`config.mk`:
```
export PLATFORM = sky130hd
export DESIGN_NAME = cv32e40px_x_wb_buffer
export DESIGN_NICKNAME = d
export VERILOG_FILES = /design/src/rtl/cv32e40px_x_wb_buffer.sv
export SDC_FILE = /design/constraint.sdc
export NUM_CORES = 1
export LEC_CHECK = 0
export CORE_UTILIZATION = 53
export DETAILED_ROUTE_END_ITERATION = 7
export PLACE_DENSITY = 0.85
export SYNTH_ARGS = -nofsm -noshare
export SYNTH_HDL_FRONTEND = slang
export SYNTH_SLANG_ARGS = --single-unit
```
`constraint.sdc`:
```
create_clock -name clk -period 6.3 [get_ports clk]
set_clock_uncertainty 0.05 [all_clocks]
set_input_delay 1.575 -clock clk [delete_from_list [all_inputs] [get_ports clk]]
set_output_delay 1.575 -clock clk [all_outputs]
set_load 0.005 [all_outputs]
```
`src/rtl/cv32e40px_x_wb_buffer.sv`:
```
// Queues eXtension-interface results and drains them to register-file port B when core writeback is idle.
// Latency: one cycle push-to-write (no bypass); ready drops only when all DEPTH entries are occupied.
module cv32e40px_x_wb_buffer #(
    parameter int unsigned ADDR_WIDTH  = 6,
    parameter int unsigned DATA_WIDTH  = 32,
    parameter int unsigned DEPTH       = 2,
    parameter int unsigned X_DUALWRITE = 0
) (
    input  logic                                  clk,
    input  logic                                  rst_n,
    input  logic                                  x_result_valid_i,
    output logic                                  x_result_ready_o,
    input  logic [ADDR_WIDTH-1:0]                 x_result_rd_i,
    input  logic                                  x_result_we_i,
    input  logic                                  x_result_dualwrite_i,
    input  logic [(X_DUALWRITE+1)*DATA_WIDTH-1:0] x_result_data_i,
    input  logic                                  wb_busy_i,
    input  logic [ADDR_WIDTH-1:0]                 raddr_a_i,
    input  logic [ADDR_WIDTH-1:0]                 raddr_b_i,
    input  logic [ADDR_WIDTH-1:0]                 raddr_c_i,
    output logic [2:0]                            hazard_o,
    output logic [ADDR_WIDTH-1:0]                 waddr_o,
    output logic [(X_DUALWRITE+1)*DATA_WIDTH-1:0] wdata_o,
    output logic                                  we_o,
    output logic                                  dualwrite_o,
    output logic                                  empty_o
);

    localparam int unsigned XW = (X_DUALWRITE + 1) * DATA_WIDTH;
    localparam int unsigned PW = $clog2(DEPTH);
    localparam int unsigned CW = PW + 1;

    typedef struct packed {
        logic [ADDR_WIDTH-1:0] rd;
        logic                  dual;
        logic [XW-1:0]         data;
    } entry_t;

    entry_t            mem_q [DEPTH];
    logic [DEPTH-1:0]  vld_q;
    logic [PW-1:0]     wptr_q;
    logic [PW-1:0]     rptr_q;
    logic [CW-1:0]     count_q;

    logic              push;
    logic              store;
    logic              pop;
    logic              dual_in;
    entry_t            new_entry;
    entry_t            head;
    logic [ADDR_WIDTH-1:0] raddr [3];

    assign x_result_ready_o = (count_q != CW'(DEPTH));
    assign push             = x_result_valid_i & x_result_ready_o;
    assign dual_in          = (X_DUALWRITE != 0) && x_result_dualwrite_i;

    always_comb begin
        new_entry      = '0;
        new_entry.rd   = x_result_rd_i;
        new_entry.dual = dual_in;
        new_entry.data = x_result_data_i;
        // Pair writes always target the even register of the aligned pair.
        if (dual_in) begin
            new_entry.rd[0] = 1'b0;
        end
    end

    // Writes to integer x0 are dropped unless they are part of a pair.
    assign store = push && x_result_we_i && !((x_result_rd_i == '0) && !dual_in);

    assign empty_o = (count_q == '0);
    assign pop     = !empty_o && !wb_busy_i;
    assign head    = mem_q[rptr_q];

    assign we_o        = pop;
    assign dualwrite_o = pop & head.dual;
    assign waddr_o     = head.rd;
    assign wdata_o     = head.data;

    always_ff @(posedge clk or negedge rst_n) begin
        if (!rst_n) begin
            for (int i = 0; i < DEPTH; i++) begin
                mem_q[i] <= '0;
            end
            vld_q   <= '0;
            wptr_q  <= '0;
            rptr_q  <= '0;
            count_q <= '0;
        end else begin
            if (store) begin
                mem_q[wptr_q] <= new_entry;
                vld_q[wptr_q] <= 1'b1;
                wptr_q        <= wptr_q + PW'(1);
            end
            if (pop) begin
                vld_q[rptr_q] <= 1'b0;
                rptr_q        <= rptr_q + PW'(1);
            end
            count_q <= count_q + CW'(store) - CW'(pop);
        end
    end

    function automatic logic addr_match(input logic [ADDR_WIDTH-1:0] ra,
                                        input logic [ADDR_WIDTH-1:0] rd,
                                        input logic                  dual);
        logic [ADDR_WIDTH-1:0] ra_even;
        ra_even    = ra;
        ra_even[0] = 1'b0;
        if (ra == '0) begin
            return 1'b0;
        end
        return dual ? (ra_even == rd) : (ra == rd);
    endfunction

    assign raddr[0] = raddr_a_i;
    assign raddr[1] = raddr_b_i;
    assign raddr[2] = raddr_c_i;

    // The entry being drained keeps flagging until it actually leaves the FIFO.
    always_comb begin
        hazard_o = '0;
        for (int k = 0; k < 3; k++) begin
            for (int e = 0; e < DEPTH; e++) begin
                if (vld_q[e] && addr_match(raddr[k], mem_q[e].rd, mem_q[e].dual)) begin
                    hazard_o[k] = 1'b1;
                end
            end
            if (store && addr_match(raddr[k], new_entry.rd, new_entry.dual)) begin
                hazard_o[k] = 1'b1;
            end
        end
    end

endmodule

```
==> impl_metrics.toml, run 1 <==
[synthesis]
syn_area_per_cell_sq_um = 13.49
synth_top_cells_by_area = "dfrtp_1, mux2_2, xnor2_1"
yosysTopAreaCell = "dfrtp_1"
synth_top_area_share_pct = 47.69
netlist_area_sq_mm = 0.004303
synth_cells = 319
ys_seq_area_share_pct = 47.69
ys_warn_count = 0
synth_cell_types = 29
synth_seq_cells = 82
syn-num-nets = 383

[die]
initial_utilization_pct = 55.11
ios = 107
num_rows = 32
coreArea_sq_mm = 0.007807
dieWidth_um = 92.11
fp.dieH_um = 92.11
die_area_sq_mm = 0.008483

[timing]
worst_slack_ns = 0.8082
slew_violations = 0
setup_viol = 0
worst_slew_pin_slew_ns = 1.019
slew_headroom_pct = 32.08
period_share_pct = 87.17
fin_crit_ns = 5.492
fin_tns_setup_ns = 0
finalHoldViolCount = 0
rsz0062_at_grt = "false"
fmax_mhz = 182.1

[layout]
antenna_cells = 0
seqCellArea_sq_mm = 0.002053
fill_cells = 579
fin_nets = 480
layout_commonest_cell = "mux2_2"
mostFrequentLayoutCells = "mux2_2, clkdlybuf4s50_1, dfrtp_1"
utilization_pct = 72.10
multi_input_area_sq_mm = 0.002147
drive_above_1_share_pct = 32.78
area_delta_synth_final_pct = 30.82

[routing]
wire_per_inst_um = 18.83
drt-initial-drc-count = 84
drt_pass1_iterations = 4
viasPerCell = 5.522
vias = 2888
antenna_left = 0
wl_um = 9847
drc = 0

[job]
drv_cap = 0

[cts]
root_buffer = "clkbuf_8"
cts_resized = 0
htreeDepth = 3
cts_inserted_buffers = 9
clk_latency_ns = 0.35
ctsHoldBuffers = 0
clockBufferDepth = 2
cts_sinks = 82
clkTransAtPathRegs_ns = 0.09
postCtsSetupBuffers = 0
cts_tree = "done"

[power_and_ir_drop]
ir_drop_mv = 0.2877
power_density_mw_per_mm2 = 491.6
p_leak_nw = 2.230

[setup_path]
critPathKind = "input pin to output port"
endpoint_kind = "output port"
crit_path_frequent_cell = "clkdlybuf4s50_1"
reg2reg_depth = 5
cp_max_fo = 6
ff2ff_setup_slack_ns = 3.86
cp.arrival_ns = 3.87
reg2reg_from = "count_q[1]"
reg2reg_to = "mem_q[46]"
crit_slowest_cell = "or4_4"
cpPeakStageDelay_ns = 0.65
cp-start-kind = "input pin"
crit_required_ns = 4.68
crit_chain = "clkdlybuf4s50_1 > or4_4 > o211ai_4 > nor4_1 > o32a_1 > clkdlybuf4s50_1"

[worst_hold_path]
hold_path_end = "mem_q[22]"
worstHoldStart = "mem_q[22]"
min_path_type = "flip-flop to flip-flop"
hold_path_depth = 1

[grt]
grt-ovfl-total = 0
grt_pass1_wl_um = 16100
grt_usage_pct = 24.96
grt_max_degree = 83
grt_pass1_vias = 3091
grt_antenna_before_repair = 0

[place]
gp_congestion = 0.8967
dp_slack_ns = 0.8120
portBuffers = 104
dpl.hpwl_um = 6870

[run_status]
status = "complete, no violations"
## layout make-up
| cell class | instances | area share, % |
|---|---|---|
| clock buffer | 10 | 2.267 |
| clock inverter | 6 | 2.000 |
| inverter | 2 | 0.1334 |
| multi-input combinational | 215 | 38.14 |
| sequential | 82 | 36.47 |
| tap | 102 | 2.267 |
| timing repair buffer | 106 | 18.72 |
## critical path: cells and delay by family
kind | cells | cell delay [ns]
buffers and inverters | 2 | 1.04
and+or+nand+nor | 2 | 0.76
AOI/OAI and AO/OA | 2 | 0.49
## registers in the layout (all words and copies together), names as in the netlist
name / flops
wptr_q: 1
mem_q: 76
vld_q: 2
count_q: 2
rptr_q: 1
## cell families after synthesis
kind of cell | count (synthesis) | synth area share, %
flops | 82 | 47.69
buf+inv | 22 | 2.937
mux | 114 | 30.62
other cells | 1 | 0.08715
simple gates | 30 | 4.100
fa+ha+maj | 2 | 0.5815
compound gates | 10 | 2.181
xor+xnor | 58 | 11.81
## metal layers
metal | global-route usage [%] | vias to the layer above | routed length, um
met5 | 0 | - | 0
met4 | 7.422 | 0 | 188
met3 | 6.551 | 15 | 569
met2 | 41.17 | 88 | 4847
met1 | 32.31 | 1458 | 4241
li1 | - | 1327 | -
## worst max-delay path by stage
stage / start / to / slack (ns) / depth (start not counted)
6_report: x_result_rd_i[1] / hazard_o[1] / 0.81 / 6
5_1_grt: x_result_rd_i[1] / hazard_o[1] / 0.71 / 6
4_1_cts: x_result_rd_i[1] / hazard_o[1] / 0.79 / 6
3_5_place_dp: x_result_rd_i[1] / hazard_o[1] / 0.81 / 6
3_3_place_gp: x_result_rd_i[1] / hazard_o[1] / 0.81 / 6
2_1_floorplan: x_result_rd_i[1] / hazard_o[1] / 1.92 / 5
## where the power goes
part           switching (W)  internal (W)  total, W
clock               0.000192      0.000265  0.000457
sequential          0.000256      0.000794   0.00105
combinational       0.000381      0.000880   0.00126
total               0.000829       0.00194   0.00277
## stage by stage
| stage | instance area, sq um | hold slack, ns | cells | power, W |
|---|---|---|---|---|
| finish | 5629 | 0.4587 | 523 | 0.002767 |
| global route | 5629 | 0.4717 | 523 | 0.002931 |
| CTS | 5629 | 0.4627 | 523 | 0.002797 |
| detailed placement | 5389 | 0.4415 | 507 | 0.002319 |
| global placement | 5389 | 0.4313 | 507 | 0.002267 |
| floorplan | 4303 | 0.4181 | 319 | 0.001713 |
## synthesized netlist by cell type, drive strengths merged
| cell | instances |
|---|---|
| a22oi | 1 |
| a2bb2oi | 2 |
| and2 | 1 |
| buf | 14 |
| clkbuf | 6 |
| conb | 1 |
| dfrtp | 82 |
| ha | 2 |
| inv | 2 |
| mux2 | 114 |
| nand2b | 1 |
| nand3 | 6 |
| nand4 | 9 |
| nor2 | 5 |
| nor4 | 5 |
| o2111ai | 1 |
| o211ai | 1 |
| o22ai | 3 |
| o32a | 2 |
| or2 | 1 |
| or4 | 2 |
| xnor2 | 51 |
| xor2 | 7 |
(Power assumes the default switching activity.)
==> inputs of run 2 (changes only) <==
--- a/config.mk
+++ b/config.mk
@@ -5,9 +5,11 @@
 export SDC_FILE = /design/constraint.sdc
 export NUM_CORES = 1
 export LEC_CHECK = 0
+export ABC_CLOCK_PERIOD_IN_PS = 6300
 export CORE_UTILIZATION = 53
 export DETAILED_ROUTE_END_ITERATION = 7
 export PLACE_DENSITY = 0.85
+export SETUP_SLACK_MARGIN = 0.05
 export SYNTH_ARGS = -nofsm -noshare
 export SYNTH_HDL_FRONTEND = slang
 export SYNTH_SLANG_ARGS = --single-unit
==> results of run 2 <==
Same layout as run 1: the final DEF is identical, and so are final timing and power.
==> inputs of run 3 (changes only) <==
--- a/config.mk
+++ b/config.mk
@@ -6,10 +6,13 @@
 export NUM_CORES = 1
 export LEC_CHECK = 0
 export ABC_CLOCK_PERIOD_IN_PS = 6300
+export CAP_MARGIN = 10
+export CORE_ASPECT_RATIO = 0.75
 export CORE_UTILIZATION = 53
 export DETAILED_ROUTE_END_ITERATION = 7
 export PLACE_DENSITY = 0.85
 export SETUP_SLACK_MARGIN = 0.05
+export SKIP_LAST_GASP = 1
 export SYNTH_ARGS = -nofsm -noshare
 export SYNTH_HDL_FRONTEND = slang
 export SYNTH_SLANG_ARGS = --single-unit
==> run 3 against run 2 <==
Against the previous run: sequential share of layout area increased by 0.30 points; utilization fell by 1.3 points; via count shrank 0.97%; flip-flop and latch count unchanged; clock power decreased by 23%; critical path depth unchanged; largest cell class unchanged; largest power group unchanged; highest routed layer unchanged.
==> impl_metrics.toml, run 3 (synthesis results as in run 1) <==
[die]
num_rows = 28
initial_utilization_pct = 54.59
ios = 107
dieWidth_um = 106.0
coreArea_sq_mm = 0.007883
die_area_sq_mm = 0.008486
fp.dieH_um = 80.03

[cts]
root_buffer = "clkbuf_8"
clk_latency_ns = 0.34
htreeDepth = 3
cts_tree = "done"
postCtsSetupBuffers = 0
cts_resized = 0
cts_inserted_buffers = 9
cts_sinks = 82
clockBufferDepth = 2
ctsHoldBuffers = 0
clkTransAtPathRegs_ns = 0.09

[grt]
grt_max_degree = 83
grt_pass1_vias = 3079
grt_pass1_wl_um = 15550
grt_use_met3_pct = 7.020
grt.met2_usage_pct = 38.95
grt_usage_pct = 24.39
use_met1_pct = 33.09
grt_antenna_before_repair = 0
grt-ovfl-total = 0
top_usage_layer = "met2"

[layout]
fill_cells = 576
layout_commonest_cell = "mux2_2"
largest_register_ffs = 76
top_register = "mem_q"
drive_above_1_share_pct = 33.18
mostFrequentLayoutCells = "mux2_2, clkdlybuf4s50_1, dfrtp_1"
antenna_cells = 0
reg.largest.list = "mem_q (76), count_q (2), vld_q (2)"
area_delta_synth_final_pct = 29.75
multi_input_area_sq_mm = 0.002147
seqCellArea_sq_mm = 0.002053
stdcell_area_sq_mm = 0.005583
fin_nets = 481
stdcell_count = 527

[setup_path]
crit_family = "buffers and inverters"
endpoint_kind = "output port"
cpPeakStageDelay_ns = 0.63
cp.buffers_inverters = 2
crit_slowest_cell = "or4_4"
crit_path_frequent_cell = "clkdlybuf4s50_1"
crit_chain = "clkdlybuf4s50_1 > or4_4 > o211ai_4 > nor4_1 > o32a_1 > clkdlybuf4s50_1"
crit_required_ns = 4.68
cp-start-kind = "input pin"
critPathKind = "input pin to output port"
cp.arrival_ns = 3.89
cp_max_fo = 6

[routing]
antenna_left = 0
drt-initial-drc-count = 156
wl_um = 9645
vias = 2860
drt_pass1_iterations = 4
drc = 0
viasPerCell = 5.427
wire_per_inst_um = 18.30

[worst_hold_path]
min_path_type = "flip-flop to flip-flop"

[timing]
fin_crit_ns = 5.515
worst_slew_pin_slew_ns = 1.001
rsz0062_at_grt = "false"
fin_tns_setup_ns = 0
period_share_pct = 87.54
slew_violations = 0
slew_headroom_pct = 33.29
finalHoldViolCount = 0
fmax_mhz = 181.3
whs_ns = 0.4579
setup_viol = 0

[run_status]
status = "complete, no violations"

[place]
dpl.hpwl_um = 6914
portBuffers = 104
placed_area_sq_mm = 0.005400
gp_congestion = 0.9706
dp_cells = 511

[power_and_ir_drop]
p_leak_nw = 2.207
power_density_mw_per_mm2 = 478.2
ir_drop_mv = 0.2712
power_w = 0.002670

[job]
drv_cap = 0
[run 3: layout make-up]
class | instances | area share, %
clock buffer | 9 | 2.219
clock inverter | 7 | 1.053
inverter | 2 | 0.1345
multi-input combinational | 215 | 38.46
sequential | 82 | 36.78
tap | 105 | 2.353
timing repair buffer | 107 | 19.00
[run 3: final timing paths]
| path | from | endpoint | slack [ns] | cells past startpoint |
|---|---|---|---|---|
| hold reg to reg | mem_q[25] | mem_q[25] | 0.46 | 1 |
| min in group asynchronous | rst_n | mem_q[14] | 1.32 | 1 |
| setup / recovery | x_result_rd_i[1] | hazard_o[1] | 0.79 | 6 |
| max in group asynchronous | rst_n | rptr_q | 4.19 | 1 |
| setup reg to reg | count_q[1] | mem_q[45] | 3.88 | 5 |
| hold / removal | mem_q[25] | mem_q[25] | 0.46 | 1 |
[run 3: metal layers]
layer / vias up / share of wire, %
met5: - / 0
met4: 0 / 0.73
met3: 7 / 6.4
met2: 84 / 47
met1: 1442 / 46
li1: 1327 / -
[run 3: through the flow]
stage	setup slack [ns]	utilization (%)
global route	0.7398	70.83
detailed placement	0.8059	68.51
CTS	0.8007	70.83
finish	0.7852	70.83
floorplan	1.923	-
global placement	0.7758	68.51
[run 3: where the power goes]
part	leakage [nW]	total (W)	internal, W	switching [W]
logic	1.14	0.00126	0.000880	0.000384
clock network	0.0925	0.000353	0.000150	0.000203
registers	0.974	0.00105	0.000793	0.000259
[run 3: worst register-to-register path: stages (launching register included)]
cell	delay (ns)
dfrtp_1	0.42
nand2b_1	0.23
o211ai_4	0.18
nor2_4	0.61
buf_4	0.43
mux2_2	0.39
